[config.mk]
export PLATFORM = sky130hd
export DESIGN_NAME = pll_lock_monitor
export DESIGN_NICKNAME = d
export VERILOG_FILES = /design/src/rtl/pll_mon_pkg.sv /design/src/rtl/pll_mon_edge_cnt.sv /design/src/rtl/pll_lock_monitor.sv
export SDC_FILE = /design/constraint.sdc
export NUM_CORES = 1
export LEC_CHECK = 0
export BUFFER_PORTS_ARGS = -buffer_cell sky130_fd_sc_hd__buf_2
export CAP_MARGIN = 10
export CORE_MARGIN = 2
export CORE_UTILIZATION = 40
export CTS_BUF_LIST = sky130_fd_sc_hd__clkbuf_16
export DETAILED_ROUTE_END_ITERATION = 7
export SKIP_LAST_GASP = 1
export SYNTH_ARGS = -nofsm -noshare
export SYNTH_HDL_FRONTEND = slang
export SYNTH_HIERARCHICAL = 1
export SYNTH_SLANG_ARGS = --single-unit
export TNS_END_PERCENT = 100
[constraint.sdc]
create_clock -name clk_tb -period 4.5 [get_ports clk_tb]
set_input_delay 0.45 -clock clk_tb [delete_from_list [all_inputs] [get_ports clk_tb]]
set_output_delay 0.45 -clock clk_tb [all_outputs]
set_load 0.05 [all_outputs]
[src/rtl/pll_mon_pkg.sv]
// Shared encodings and helpers for the PLL lock monitor.
// The 2-bit state encoding is visible on the state output port.
package pll_mon_pkg;

  localparam logic [1:0] ST_WAIT   = 2'd0;
  localparam logic [1:0] ST_SETTLE = 2'd1;
  localparam logic [1:0] ST_LOCKED = 2'd2;
  localparam logic [1:0] ST_LOST   = 2'd3;

  function automatic int unsigned sat_inc(input int unsigned val,
                                          input int unsigned inc,
                                          input int unsigned max_val);
    int unsigned sum;
    sum = val + inc;
    return (sum > max_val) ? max_val : sum;
  endfunction

endpackage

[src/rtl/pll_mon_edge_cnt.sv]
// One monitored clock: 3-flop synchronizer, rise detect and a saturating edge counter.
// count_now already includes an edge detected in the current cycle.
module pll_mon_edge_cnt
  import pll_mon_pkg::*;
#(
  parameter int CNT_W = 12
) (
  input  logic             clk_tb,
  input  logic             rst_n,
  input  logic             clk_in,
  input  logic             clear,
  input  logic             restart,
  output logic [CNT_W-1:0] count_now
);

  logic [2:0]       sync;
  logic             rise;
  logic [CNT_W-1:0] cnt;

  assign rise      = sync[1] & ~sync[2];
  assign count_now = (rise && (cnt != '1)) ? cnt + CNT_W'(1) : cnt;

  always_ff @(posedge clk_tb or negedge rst_n) begin
    if (!rst_n) begin
      sync <= '0;
      cnt  <= '0;
    end else begin
      sync <= {sync[1:0], clk_in};
      // the terminal-cycle edge is reported in meas_cnt, so the next window starts empty
      if (clear || restart) cnt <= '0;
      else                  cnt <= count_now;
    end
  end

endmodule

[src/rtl/pll_lock_monitor.sv]
// PLL lock FSM plus per-clock edge-count window checker with saturating error counters.
//   state   | meaning
//   WAIT    | no lock seen since reset
//   SETTLE  | synced lock high, counting consecutive cycles
//   LOCKED  | lock stable; frequency windows run when chk_en
//   LOST    | lock dropped after having been LOCKED
module pll_lock_monitor
  import pll_mon_pkg::*;
#(
  parameter int N_CH       = 5,
  parameter int CNT_W      = 12,
  parameter int WINDOW     = 1000,
  parameter int TOL        = 2,
  parameter int SETTLE_CYC = 64,
  parameter int ERR_W      = 3
) (
  input  logic                  clk_tb,
  input  logic                  rst_n,
  input  logic                  pll_lock,
  input  logic [N_CH-1:0]       clk_mon,
  input  logic [N_CH*CNT_W-1:0] exp_cnt,
  input  logic                  chk_en,
  input  logic                  clr,
  output logic [1:0]            state,
  output logic                  locked,
  output logic                  meas_valid,
  output logic [N_CH*CNT_W-1:0] meas_cnt,
  output logic [N_CH-1:0]       freq_err,
  output logic [ERR_W-1:0]      lock_loss_cnt,
  output logic [ERR_W-1:0]      err_cnt
);

  localparam int WIN_W = $clog2(WINDOW);
  localparam int SET_W = $clog2(SETTLE_CYC + 1);
  localparam int unsigned ERR_MAX = (32'd1 << ERR_W) - 32'd1;
  localparam logic signed [CNT_W:0] TOL_S = (CNT_W + 1)'(TOL);

  logic [1:0]              lk_sync;
  logic                    lk;
  logic [SET_W-1:0]        settle_cnt;
  logic                    ever_locked;
  logic [WIN_W-1:0]        win_cnt;
  logic                    win_active, win_term, meas_fire, loss_evt, mism_evt;
  logic [N_CH*CNT_W-1:0]   cnt_now;
  logic [N_CH-1:0]         mism;
  logic signed [CNT_W:0]   diff [N_CH];

  assign lk         = lk_sync[1];
  assign locked     = (state == ST_LOCKED);
  assign win_active = locked && chk_en;
  assign win_term   = win_active && (win_cnt == WIN_W'(WINDOW - 1));
  assign meas_fire  = win_term && lk;
  assign loss_evt   = locked && !lk;
  assign mism_evt   = meas_fire && (|mism);

  always_ff @(posedge clk_tb or negedge rst_n) begin
    if (!rst_n) lk_sync <= '0;
    else        lk_sync <= {lk_sync[0], pll_lock};
  end

  always_ff @(posedge clk_tb or negedge rst_n) begin
    if (!rst_n) begin
      state       <= ST_WAIT;
      settle_cnt  <= '0;
      ever_locked <= 1'b0;
    end else begin
      case (state)
        ST_WAIT: if (lk) begin
          state      <= ST_SETTLE;
          settle_cnt <= '0;
        end
        ST_SETTLE: begin
          if (!lk) begin
            // once the PLL has locked, any later drop is reported as a loss state
            state      <= ever_locked ? ST_LOST : ST_WAIT;
            settle_cnt <= '0;
          end else if (settle_cnt == SET_W'(SETTLE_CYC - 1)) begin
            state       <= ST_LOCKED;
            ever_locked <= 1'b1;
          end else begin
            settle_cnt <= settle_cnt + SET_W'(1);
          end
        end
        ST_LOCKED: if (!lk) state <= ST_LOST;
        default: if (lk) begin
          state      <= ST_SETTLE;
          settle_cnt <= '0;
        end
      endcase
    end
  end

  always_ff @(posedge clk_tb or negedge rst_n) begin
    if (!rst_n)                      win_cnt <= '0;
    else if (!win_active || win_term) win_cnt <= '0;
    else                             win_cnt <= win_cnt + WIN_W'(1);
  end

  for (genvar g = 0; g < N_CH; g++) begin : g_ch
    pll_mon_edge_cnt #(.CNT_W(CNT_W)) u_edge_cnt (
      .clk_tb    (clk_tb),
      .rst_n     (rst_n),
      .clk_in    (clk_mon[g]),
      .clear     (!win_active),
      .restart   (win_term),
      .count_now (cnt_now[g*CNT_W +: CNT_W])
    );
  end

  always_comb begin
    for (int i = 0; i < N_CH; i++) begin
      diff[i] = $signed({1'b0, cnt_now[i*CNT_W +: CNT_W]})
              - $signed({1'b0, exp_cnt[i*CNT_W +: CNT_W]});
      mism[i] = (diff[i] > TOL_S) || (diff[i] < -TOL_S);
    end
  end

  always_ff @(posedge clk_tb or negedge rst_n) begin
    if (!rst_n) begin
      meas_valid    <= 1'b0;
      meas_cnt      <= '0;
      freq_err      <= '0;
      lock_loss_cnt <= '0;
      err_cnt       <= '0;
    end else begin
      meas_valid <= meas_fire;
      if (meas_fire) meas_cnt <= cnt_now;
      if (clr) begin
        freq_err      <= '0;
        lock_loss_cnt <= '0;
        err_cnt       <= '0;
      end else begin
        if (meas_fire) freq_err <= freq_err | mism;
        if (loss_evt)
          lock_loss_cnt <= ERR_W'(sat_inc(32'(lock_loss_cnt), 32'd1, ERR_MAX));
        err_cnt <= ERR_W'(sat_inc(32'(err_cnt), 32'(loss_evt) + 32'(mism_evt), ERR_MAX));
      end
    end
  end

endmodule
### Word-level counts from Yosys, hierarchy flattened

Cells that the tools add are included.

* add/sub/neg operators: 15
* bitwise operators: 12
* multiply operators: 0
* equality and inequality tests: 12
* shift operators: 0
* div/mod/pow operators: 0
* reductions and logical operators: 26
* multiplexer cells: 28
* $lt $le $gt $ge: 12

Operators with widths (count)
* 12-bit two-way mux: 10
* 13-bit by 3-bit greater-than comparator with 1-bit output (second input constant): 5
* 13-bit by 2-bit < comparator with 1-bit output (second input constant): 5
* 12-bit by 12-bit subtractor with 13-bit output: 5
* 12-bit by 1-bit adder with 12-bit output (second input constant): 5
* 12-bit != test (second input constant): 5
* 7-bit two-way mux: 3
* 3-bit two-way mux: 5
* 7-bit case mux with 2 select lines: 1
* 10-bit by 1-bit adder with 10-bit output (second input constant): 1
* 10-bit == test (second input constant): 1
* 1-bit logical AND: 10
* 10-bit two-way mux: 1
* 2-bit two-way mux: 5
* 5-bit two-way mux: 2
* 3-bit AND reduction: 3
* 4-bit by 3-bit greater-than comparator with 1-bit output (second input constant): 2
* 7-bit by 1-bit adder with 7-bit output (second input constant): 1
* 7-bit by 6-bit == test with 1-bit output (second input constant): 1
* 1-bit logical OR: 6
* 3-bit != test (second input constant): 2
* 1-bit inverter: 6
* 2-bit nonzero test: 3
* 1-bit AND: 5
* other kinds (11): 12

* memories: 0
* bits in registers: 169
* latch bits: 0
* ROM bits: 0
* bits of input ports: 70
* word-level logic and storage cells: 125
* memory bits (writable): 0

### Longest topological paths before layout

* word-level depth: 14
* depth in mapped cells: 23

### Cells and area by module

The synthesis kept the hierarchy.

Modules (own cells, without submodules)
* pll_lock_monitor: cells an instance 884, seq. area each 2352.3 um^2, times used 1, area each 7085.5 um^2
* pll_mon_edge_cnt: cells an instance 83, seq. area each 375.4 um^2, times used 5, area each 794.5 um^2

### Worst setup path after synthesis

No wires, ideal clock.

* path kind: reg-to-reg
* start point: reg g_ch[1].u_edge_cnt.cnt[0]
* end point: reg err_cnt[1]
* setup slack: -0.337 ns
* stages on the path, launching flop included: 22
* setup time: 0.132 ns
* data arrival time: 4.705 ns
* buffers on the path: 1
* path through: dfrtp_1 > ha_1 > nand2_1 > o41ai_4 > buf_6 > xnor2_2 > inv_1 > ha_1 > fa_1 > nor2b_1 > o31a_1 > o31a_1 > o221ai_1 > or4b_1 > o311ai_1 > or4_1 > a21boi_1 > a41oi_1 > fa_1 > ha_1 > a31oi_1 > nor2_1

* longest elaborated chain between the ends: 13
* elaborated cells between the ends (all ways): 15
* those cells by class: add/sub (4); order compare (3); eq/ne (1); mux (3); reduce/logical (4)

Ends and longest elaborated chain
* from (decl): RTL line pll_mon_edge_cnt.sv:18 `logic [CNT_W-1:0] cnt;`
* from (signal assigned): RTL line pll_mon_edge_cnt.sv:31 `else cnt <= count_now;`
* parallel branches: the longest is 2 deep, another holds 12-bit by 1-bit adder with 12-bit output
* 12-bit two-way mux (*): RTL line pll_mon_edge_cnt.sv:21 `assign count_now = (rise && (cnt != '1)) ? cnt + CNT_W'(1) : cnt;`
* named net cnt_now[12]: RTL line pll_lock_monitor.sv:44 `logic [N_CH*CNT_W-1:0] cnt_now;`
* 12-bit by 12-bit subtractor with 13-bit output (*): RTL line pll_lock_monitor.sv:113 `- $signed({1'b0, exp_cnt[i*CNT_W +: CNT_W]});`
* 13-bit by 3-bit greater-than comparator with 1-bit output or 13-bit by 2-bit < comparator with 1-bit output (tied branches): RTL line pll_lock_monitor.sv:114 `mism[i] = (diff[i] > TOL_S) || (diff[i] < -TOL_S);`
* 1-bit logical OR (*): RTL line pll_lock_monitor.sv:114
* 5-bit OR reduction (*): RTL line pll_lock_monitor.sv:54 `assign mism_evt = meas_fire && (|mism);`
* 1-bit logical AND (*): RTL line pll_lock_monitor.sv:54
* 1-bit by 1-bit adder with 2-bit output (*): RTL line pll_lock_monitor.sv:136 `err_cnt <= ERR_W'(sat_inc(32'(err_cnt), 32'(loss_evt) + 32'(mism_evt), ERR_MAX));`
* 3-bit by 2-bit adder with 4-bit output (*): RTL line pll_mon_pkg.sv:14 `sum = val + inc;`
* 4-bit by 3-bit greater-than comparator with 1-bit output: RTL line pll_mon_pkg.sv:15 `return (sum > max_val) ? max_val : sum;`
* 3-bit two-way mux (*): RTL line pll_mon_pkg.sv:15
* 3-bit two-way mux (*): RTL line pll_lock_monitor.sv:128 `if (clr) begin`
* to (signal assigned): RTL line pll_lock_monitor.sv:136
* to (decl): RTL line pll_lock_monitor.sv:30 `output logic [ERR_W-1:0] err_cnt`

Mark *: on every way through the listed nets, which the timed path passes.
A chain may end at the register's enable or synchronous reset.

### Worst setup path in the final report

* start point: reg g_ch[3].u_edge_cnt.cnt[11]
* end point: reg err_cnt[1]

* longest elaborated chain between the ends: 13
* elaborated cells between the ends (all ways): 15
* those cells by class: add/sub (4); order compare (3); eq/ne (1); mux (3); reduce/logical (4)

Ends and longest elaborated chain (RTL line)
* from (decl): pll_mon_edge_cnt.sv:18
* from (signal assigned): pll_mon_edge_cnt.sv:31
* 12-bit != test (*): pll_mon_edge_cnt.sv:21
* 1-bit logical AND (*): pll_mon_edge_cnt.sv:21
* 12-bit two-way mux (*): pll_mon_edge_cnt.sv:21
* named net cnt_now[36]: pll_lock_monitor.sv:44
* 12-bit by 12-bit subtractor with 13-bit output (*): pll_lock_monitor.sv:113
* 13-bit by 3-bit greater-than comparator with 1-bit output or 13-bit by 2-bit < comparator with 1-bit output (tied branches): pll_lock_monitor.sv:114
* 1-bit logical OR (*): pll_lock_monitor.sv:114
* 5-bit OR reduction (*): pll_lock_monitor.sv:54
* 1-bit logical AND (*): pll_lock_monitor.sv:54
* 1-bit by 1-bit adder with 2-bit output (*): pll_lock_monitor.sv:136
* 3-bit by 2-bit adder with 4-bit output (*): pll_mon_pkg.sv:14
* 4-bit by 3-bit greater-than comparator with 1-bit output: pll_mon_pkg.sv:15
* 3-bit two-way mux (*): pll_mon_pkg.sv:15
* 3-bit two-way mux (*): pll_lock_monitor.sv:128

The timed path passes the listed nets; every way through them passes the cells marked *.

==> flow_metrics.tcl <==
set metrics [dict create \
    cts_tree "yes" \
    fin_crit_ns 4.688 \
    grt_max_degree 108 \
    grt_pass1_wl_mm 49.79 \
    synthDistinctLibCells 72 \
    max_slew_margin_pct 27.75 \
    dp_hpwl_mm 22.61 \
    gp_congestion 0.8786 \
    die_area_sq_um 28990 \
    synthToLayoutAreaGrowth_pct 31.44 \
    finalSetupViolations 3 \
    die_w_um 170.3 \
    synth_warnings 6 \
    cp-end-kind "flip-flop" \
    antenna_left 0 \
    gr-total-overflow 0 \
    grt_pass1_vias 10240 \
    routed_via_density 5.276 \
    crit_chain "nand3_1, o41ai_4, buf_4, xnor2_2, inv_1, ha_1, fa_1, nor2b_2, o211a_1, o311a_1, o22ai_1, xor2_1, nor3_1, nor4bb_4, a31o_1, a41oi_2, fa_2, ha_4, a31oi_1, nor2_1" \
    h-tree-depth 4 \
    fin_skew_ns 0.01512 \
    post-route-util_pct 53.78 \
    fin_ws_ns -0.1880 \
    rows 60 \
    fin_nets 1786 \
    post-route-period-util_pct 104.2 \
    syn_area_sq_um 11060 \
    core_sq_um 27030 \
    cts_buffers 17 \
    antenna_found_initial 0 \
    pin_count 145 \
    leakagePower_nw 7.665 \
    dp.cells 1949 \
    p_total_mw 3.559 \
    cts-hold-fix-buffers 0 \
    cp.arrival_ns 4.99 \
    timing.fmax_mhz 213.3 \
    wl_per_cell_um 15.25 \
    yosysTopAreaCellShare_pct 38.24 \
    grt_usage_pct 21.29 \
    synthCells 1299 \
    start_kind "flip-flop" \
    cp_slowest_cell "o41ai_4" \
    port_buffers 144 \
    synthFlopType "dfrtp_1" \
    synth.most_common_cell "nand2_1" \
    crit_family "compound AO/OA/AOI/OAI gates" \
    synth_seq_area_share_pct 38.24 \
    drive_gt1_share_pct 28.15 \
    worstPathRequired_ns 4.80 \
    drc 0 \
    tightest_slew_ns 1.084 \
    synth_top_area_cell "dfrtp_1" \
    n_fill_cell 2544 \
    synth_edf_count 0 \
    num_antenna_cells 0 \
    fin_cells 1993 \
    status "finished, violations left" \
    vias 10520 \
    critPathKind "flip-flop to flip-flop" \
    critPathBufInv 2 \
    worstHoldPathType "input pin to asynchronous set/reset pin" \
    grt_setup_unrepaired "yes" \
    ir_drop_uv 220.5 \
    max_cap_viol_count 0 \
    syn_avg_cell_area_sq_um 8.513 \
    drt_iter0_drc 674 \
    ys_ff_latch 169 \
    syn-num-nets 1446 \
    async_flop_share_pct 100.0 \
    powerDensity_nw_per_um2 244.8 \
    failed_checks "setup timing" \
    finalHoldViolations 0 \
    path_clk_slew_ns 0.07 \
    slew_viol_final 0 \
    die_h_um 170.3 \
    clockBufferDepth 2 \
    routed_wl_mm 30.38 \
    clock-sinks 169 \
    clockRootBuffer "clkbuf_16" \
    synth_area_leaders "dfrtp_1, nand2_1, ha_1" \
    crit_path_max_incr_delay_ns 0.43 \
    start_util_pct 40.92 \
    drt_pre_antenna_iters 5 \
    insertion_delay_ns 0.43 \
    synth_common_cells "nand2_1, dfrtp_1, inv_1, nor2_1, a21oi_1" \
    crit_path_max_fanout 4 \
]
path summary, 6_finish.rpt:
kind,from,cells past startpoint,slack (ns),endpoint
min reg2reg,lk_sync[0],0,0.35,lk_sync[1]
max in group asynchronous,rst_n,2,3.28,g_ch[1].u_edge_cnt/cnt[11]
max,g_ch[3].u_edge_cnt/cnt[11],20,-0.19,err_cnt[1]
max reg2reg,g_ch[3].u_edge_cnt/cnt[11],20,-0.19,err_cnt[1]
min,rst_n,1,0.06,meas_cnt[51]
min in group clk_tb,pll_lock,1,0.12,lk_sync[0]
power by group:
group | leakage [nW] | total [mW] | internal (mW) | switching, mW
Sequential | 2.32 | 1.56 | 1.54 | 0.0210
Combinational | 5.05 | 0.428 | 0.188 | 0.240
Clock | 0.300 | 1.57 | 0.888 | 0.683
Total | 7.66 | 3.56 | 2.61 | 0.944
stage by stage:
step                      setup WS, ns  instance area (sq um)  hold WS [ns]  TNS [ns]
after global placement         -0.3240                  13610        0.3372   -0.7804
final                          -0.1880                  14540       0.06241   -0.4181
after floorplan              0.0004614                  11120        0.1544         0
after global routing           -0.5206                  14540       0.09837    -1.431
after detailed placement       -0.3825                  13610        0.3347   -0.9920
after CTS                      -0.1843                  14360        0.1008   -0.3719
repair_timing:
item	4_1_cts	5_1_grt
pin swaps	6	16
resized for setup	19	24
endpoints found under the setup margin	3	3
buffers inserted	6	6
hold endpoints to repair	0	0
cells by family (layout without fill, tap and decap cells):
logic type / after synthesis / count (layout) / synth area share, %
XOR/XNOR: 44 / 44 / 3.824
flip-flops: 169 / 169 / 38.24
multiplexers: 13 / 13 / 1.290
adder cells (fa/ha/maj): 77 / 77 / 9.120
AND/OR/NAND/NOR: 592 / 592 / 25.92
AO/OA/AOI/OAI: 283 / 283 / 17.15
buffers and inverters: 121 / 474 / 4.447
metal layers:
metal	share of wire, %	GRT usage, %	routed length [um]
met1	48	28.81	14710
met2	47	35.90	14260
met3	3.1	3.047	933
met4	1.6	5.277	485
met5	0	0	0
layout make-up:
type | instances | area (sq um) | area share [%]
multi-input combinational | 1009 | 6621 | 45.55
tap | 341 | 426.7 | 2.935
timing repair buffer | 354 | 2311 | 15.90
clock inverter | 15 | 188.9 | 1.300
clock buffer | 17 | 425.4 | 2.927
sequential | 169 | 4229 | 29.10
inverter | 88 | 332.8 | 2.290
sequential cells by signal (all words and copies together) (netlist names):
name / cells
err_cnt: 3
ever_locked: 1
freq_err: 5
g_ch.u_edge_cnt/cnt: 60
g_ch.u_edge_cnt/sync: 15
lk_sync: 2
lock_loss_cnt: 3
meas_cnt: 60
meas_valid: 1
settle_cnt: 7
state: 2
win_cnt: 10
cell usage in the layout (no fill, tap or decap), types with 6 or more instances in the layout:
cell | netlist | routed
buf_2 | 0 | 143
or3_1 | 38 | 38
ha_1 | 71 | 65
xnor2_1 | 24 | 23
or4_1 | 8 | 7
a31oi_1 | 16 | 16
nor3_1 | 37 | 37
nand2b_1 | 6 | 6
and3_1 | 24 | 24
nor4_1 | 11 | 10
dfrtp_1 | 169 | 169
o21a_1 | 17 | 17
nand4_1 | 13 | 13
nand3_2 | 5 | 7
nand3_1 | 50 | 48
nand2_1 | 243 | 239
o21ai_1 | 8 | 7
inv_1 | 87 | 85
and2_1 | 22 | 22
nand3b_1 | 6 | 6
mux2_2 | 10 | 8
nor2b_1 | 19 | 16
a21oi_1 | 78 | 76
o21ai_0 | 68 | 67
or2_2 | 11 | 11
o31ai_1 | 9 | 9
buf_4 | 0 | 208
a21o_1 | 12 | 12
o31a_1 | 7 | 7
a211oi_1 | 6 | 6
nor2_1 | 81 | 79
xor2_1 | 15 | 14
clkbuf_16 | 0 | 17
Note: power is estimated with default switching activity, not from simulation.
